--- config.mk ---
export PLATFORM = sky130hd
export DESIGN_NAME = seq_divider
export DESIGN_NICKNAME = d
export VERILOG_FILES = /design/src/rtl/seq_divider.sv
export SDC_FILE = /design/constraint.sdc
export NUM_CORES = 1
export LEC_CHECK = 0
export ABC_AREA = 1
export CAP_MARGIN = 30
export CORE_MARGIN = 2
export CORE_UTILIZATION = 36
export DETAILED_ROUTE_END_ITERATION = 8
export PLACE_DENSITY = 0.56
export SLEW_MARGIN = 20
export SYNTH_ARGS = -nofsm -noshare
export SYNTH_HDL_FRONTEND = slang
export SYNTH_SLANG_ARGS = --single-unit
--- constraint.sdc ---
create_clock -name clk -period 1.6 [get_ports clk]
set_clock_uncertainty 0.05 [all_clocks]
set_input_delay 0.16 -clock clk [delete_from_list [all_inputs] [get_ports clk]]
set_output_delay 0.16 -clock clk [all_outputs]
set_load 0.01 [all_outputs]
--- src/rtl/seq_divider.sv ---
// rtl/seq_divider.sv - sequential unsigned restoring divider, one quotient bit per clock.
// Divide-by-zero short-circuits to DONE with quot=all ones and rem=dividend.
module seq_divider #(
  parameter int WIDTH = 4
) (
  input  logic             clk,
  input  logic             rst_n,
  input  logic             start,
  input  logic [WIDTH-1:0] dividend,
  input  logic [WIDTH-1:0] divisor,
  output logic             busy,
  output logic             done,
  output logic [WIDTH-1:0] quot,
  output logic [WIDTH-1:0] rem,
  output logic             div_by_zero
);

  localparam int CW = $clog2(WIDTH + 1);

  typedef enum logic [1:0] {
    S_IDLE,
    S_CALC,
    S_DONE
  } state_t;

  state_t           r_state;
  logic [WIDTH-1:0] r_q;
  logic [WIDTH-1:0] r_d;
  logic [WIDTH-1:0] r_r;
  logic [CW-1:0]    r_cnt;
  logic             r_busy;
  logic             r_done;
  logic [WIDTH-1:0] r_quot;
  logic [WIDTH-1:0] r_rem;
  logic             r_dbz;

  logic [WIDTH:0]   w_t;
  logic             w_ge;
  logic [WIDTH-1:0] w_r_next;
  logic [WIDTH-1:0] w_q_next;

  // The partial remainder always stays below D, so WIDTH bits hold it;
  // only the trial value T needs the extra bit.
  assign w_t      = {r_r, r_q[WIDTH-1]};
  assign w_ge     = (w_t >= {1'b0, r_d});
  assign w_r_next = w_ge ? WIDTH'(w_t - {1'b0, r_d}) : w_t[WIDTH-1:0];
  assign w_q_next = {r_q[WIDTH-2:0], w_ge};

  assign busy        = r_busy;
  assign done        = r_done;
  assign quot        = r_quot;
  assign rem         = r_rem;
  assign div_by_zero = r_dbz;

  always_ff @(posedge clk or negedge rst_n) begin
    if (!rst_n) begin
      r_state <= S_IDLE;
      r_q     <= '0;
      r_d     <= '0;
      r_r     <= '0;
      r_cnt   <= '0;
      r_busy  <= 1'b0;
      r_done  <= 1'b0;
      r_quot  <= '0;
      r_rem   <= '0;
      r_dbz   <= 1'b0;
    end else begin
      case (r_state)
        S_IDLE: begin
          r_done <= 1'b0;
          if (start) begin
            r_q   <= dividend;
            r_d   <= divisor;
            r_r   <= '0;
            r_cnt <= CW'(WIDTH);
            if (divisor != '0) begin
              r_state <= S_CALC;
              r_busy  <= 1'b1;
            end else begin
              r_state <= S_DONE;
              r_done  <= 1'b1;
              r_quot  <= '1;
              r_rem   <= dividend;
              r_dbz   <= 1'b1;
            end
          end
        end
        S_CALC: begin
          r_r   <= w_r_next;
          r_q   <= w_q_next;
          r_cnt <= r_cnt - CW'(1);
          // Last iteration: publish the freshly computed bits directly.
          if (r_cnt == CW'(1)) begin
            r_state <= S_DONE;
            r_busy  <= 1'b0;
            r_done  <= 1'b1;
            r_quot  <= w_q_next;
            r_rem   <= w_r_next;
            r_dbz   <= 1'b0;
          end
        end
        S_DONE: begin
          r_done  <= 1'b0;
          r_state <= S_IDLE;
        end
        default: begin
          r_state <= S_IDLE;
          r_busy  <= 1'b0;
          r_done  <= 1'b0;
        end
      endcase
    end
  end

endmodule
==> run_results.csv <==
group,metric,value,unit
run_status,status,"finished, violations left",
run_status,failed_checks,"setup timing",
power_and_ir_drop,powerDensity,2310,mW/mm^2
global_routing,antenna_found_initial,0,
finish,multi_input_comb_area,718,sq um
sta,tightest_slew,370,ps
finish,utilization,52.0,%
setup_path,path_buf_inv,1,
setup_path,crit_type,"reg2reg",
sta,rsz0062_at_grt,"true",
cts,clockBufferDepth,2,
setup_path,r2r_end,"rem[0]",
detailed_routing,first_iter_violations,75,
power_and_ir_drop,p_switching,0.00203,W
setup_path,r2r_slack,-20,ps
place,pre_cts_ws,-65.2,ps
yosys,synth_async_sr_flop_share,100,%
yosys,postSynthCellCount,171,
setup_path,cp.arrival,1760,ps
sta,post-route-min-period,1620,ps
global_routing,gr-total-overflow,0,
detailed_routing,routed_via_density,4.77,
setup_path,crit_cells,9,
yosys,ys_seq_area_share,48.3,%
sta,setup-tns-final,-50.8,ps
setup_path,crit_chain,"ha_1 > nand2_1 > nor2_1 > nor2_2 > nand2_2 > nand3_2 > nand3_2 > nand2_2 > inv_2",
setup_path,cp_max_fo,4,
yosys,synth_edf_count,0,
cts,clkSinkCount,28,
power_and_ir_drop,power.leakage,1.02,nW
sta,setup_ws,-21.4,ps
yosys,yosys.area.top_type,"dfrtp_1",
floorplanning,coreArea,0.00394,sq mm
finish,layoutNonFillerInstCount,266,
power_and_ir_drop,power.internal,0.00271,W
power_and_ir_drop,seq_power_share,26.4,%
hold_path,hp-class,"in2async",
sta,hold_viol_final,0,
detailed_routing,wl_per_cell,12.9,um
floorplanning,die_x,67.5,um
power_and_ir_drop,pwr-share-clk,9.5,%
sta,fmax,617,MHz
yosys,synth_nets,189,
cts,numCtsBuffers,3,
finish,area_growth,41.5,%
detailed_routing,wirelength,3440,um
floorplanning,io_pins,22,
detailed_routing,drc,0,
power_and_ir_drop,irDropWorstVdd,0.910,mV
sta,relSlewSlack,75.3,%
finish,regArea,701,sq um
setup_path,crit_slowest_cell,"dfrtp_1",
cts,clk_pin_slew,100,ps
detailed_routing,vias,1270,
finish,drive_gt1_share,26.9,%
yosys,synth_area_leaders,"dfrtp_1, nand2_1, inv_1",
detailed_routing,first_pass_iters,4,
power_and_ir_drop,p_sw_share,42.9,%
setup_path,reg2regPathDepth,9,
cts,cts_tree,"built",
setup_path,slowest_delay,420,ps
global_routing,grt_use_total,16.6,%
place,gp_congestion,0.806,
yosys,yosysWarningCount,0,
cts,clock-root-buffer,"clkbuf_8",
yosys,synth_seq_cells,28,
global_routing,grt_max_degree,29,
yosys,synth_cell_type_count,27,
yosys,synth_area,0.00145,sq mm
floorplanning,die_area,0.00455,sq mm
floorplanning,num_rows,23,
detailed_routing,final_antenna_net_count,0,
setup_path,crit_family,"simple AND/OR/NAND/NOR gates",
floorplanning,die_y,67.5,um
place,dpl.hpwl,2480,um
setup_path,required,1740,ps
sta,setup_viol,3,
yosys,yosys-top-cells-count,"nand2_1, inv_1, dfrtp_1, nand3_1, nor2_1",
place,io_buffers,21,
finish,fin_nets,235,
setup_path,crit_start,"r_r[2]",
sta,finalCritPeriodShare,101,%
floorplanning,start_util,36.8,%
yosys,synth.most_common_cell,"nand2_1",
yosys,ys.flop_type,"dfrtp_1",
yosys,synth_top_area_share,48.3,%
setup_path,end_kind,"flip-flop",
finish,fillCellCount,363,
cts,cts_htree_levels,1,
power_and_ir_drop,comb_power_share,64.1,%
run,max_cap_viol_count,0,
yosys,synth.avg_cell_area,8.48,sq um
setup_path,reg2reg_from,"r_r[2]",
place,place_inst,256,
finish,n_antenna_cell,0,
global_routing,grt_pass1_vias,1290,
setup_path,endpoint,"rem[0]",
cts,cts_hold_buf,0,
global_routing,grt_pass1_wl,5710,um
setup_path,crit_path_start_kind,"flip-flop",
sta,slew_viol_final,0,
cts,clock_latency,280,ps
## per-layer routing
layer | vias up | global-route usage [%] | wire length (um)
li1 | 641 | - | -
met3 | 5 | 2.67 | 73
met2 | 14 | 28.2 | 1740
met1 | 610 | 21.4 | 1590
met5 | - | 0 | 0
met4 | 0 | 5.61 | 33
## power groups by stage
| stage | clock, W | combinational, W | sequential [W] |
|---|---|---|---|
| floorplan | 0 | 0.00142 | 0.00129 |
| global placement | 0 | 0.00243 | 0.00124 |
| detailed placement | 0 | 0.00249 | 0.00125 |
| CTS | 0.000464 | 0.00257 | 0.00124 |
| global route | 0.000486 | 0.00342 | 0.00129 |
| finish | 0.000449 | 0.00304 | 0.00125 |
## placed cells by master (no fill, tap or decap)
| cell | n |
|---|---|
| nand2_1 | 27 |
| o31ai_1 | 1 |
| a22oi_1 | 3 |
| inv_4 | 2 |
| buf_6 | 2 |
| ha_4 | 3 |
| o21ai_1 | 7 |
| o22ai_1 | 1 |
| ha_1 | 3 |
| nand3_2 | 7 |
| a21boi_1 | 1 |
| buf_4 | 20 |
| mux2_1 | 1 |
| a21oi_4 | 1 |
| inv_1 | 26 |
| o21ai_0 | 7 |
| nand2_2 | 5 |
| fa_2 | 1 |
| nand3_1 | 9 |
| nor2_4 | 1 |
| or2_1 | 4 |
| inv_2 | 6 |
| nand4_1 | 5 |
| nor2_2 | 2 |
| nand2_4 | 2 |
| nor2_1 | 10 |
| clkbuf_8 | 4 |
| clkdlybuf4s50_1 | 21 |
| dfrtp_1 | 28 |
| xor2_2 | 1 |
| nand3_4 | 1 |
| a21oi_1 | 4 |
## what timing repair did
item / 4_1_cts / 5_1_grt
pin swaps: 0 / 19
setup endpoints to repair: 8 / 10
gates resized for setup: 4 / 24
endpoints found under the hold margin: 0 / 0
setup buffers: 0 / 6
## cell type report
type / count / share of cell area, %
inverters: 34 / 6.46
repair buffers: 43 / 18.7
multi-input cells: 107 / 35.0
clock buffers: 4 / 2.68
well taps: 50 / 3.05
flip-flops and latches: 28 / 34.1
## sequential cells by signal (all words and copies together), names as in the netlist
signal       count
r_q              4
r_cnt            3
busy             1
r_d              4
r_r              4
rem              4
div_by_zero      1
r_state          2
done             1
quot             4
## cell families after synthesis
logic type,synth area share (%)
AO/OA/AOI/OAI,9.58
XOR/XNOR,0.604
adder cells (fa/ha/maj),6.56
buffers and inverters,9.84
flip-flops,48.3
multiplexers,0.776
AND/OR/NAND/NOR,24.3
## metrics by stage
| stage | instance area [sq um] | hold WS, ps | total power, W |
|---|---|---|---|
| detailed placement | 1830 | 421 | 0.00374 |
| global route | 2050 | 228 | 0.00520 |
| CTS | 1910 | 211 | 0.00428 |
| floorplan | 1450 | -186 | 0.00271 |
| global placement | 1830 | 417 | 0.00367 |
| finish | 2050 | 202 | 0.00475 |
## how the worst min path moves through the flow
stage	start	to	slack [ps]
after floorplan	rst_n	busy	-190
after global placement	r_cnt[2]	r_cnt[2]	420
after detailed placement	r_cnt[2]	r_cnt[2]	420
after CTS	rst_n	r_d[3]	210
after global routing	rst_n	r_d[3]	230
final	rst_n	r_d[3]	200
Power figures use the tool's default switching activity.
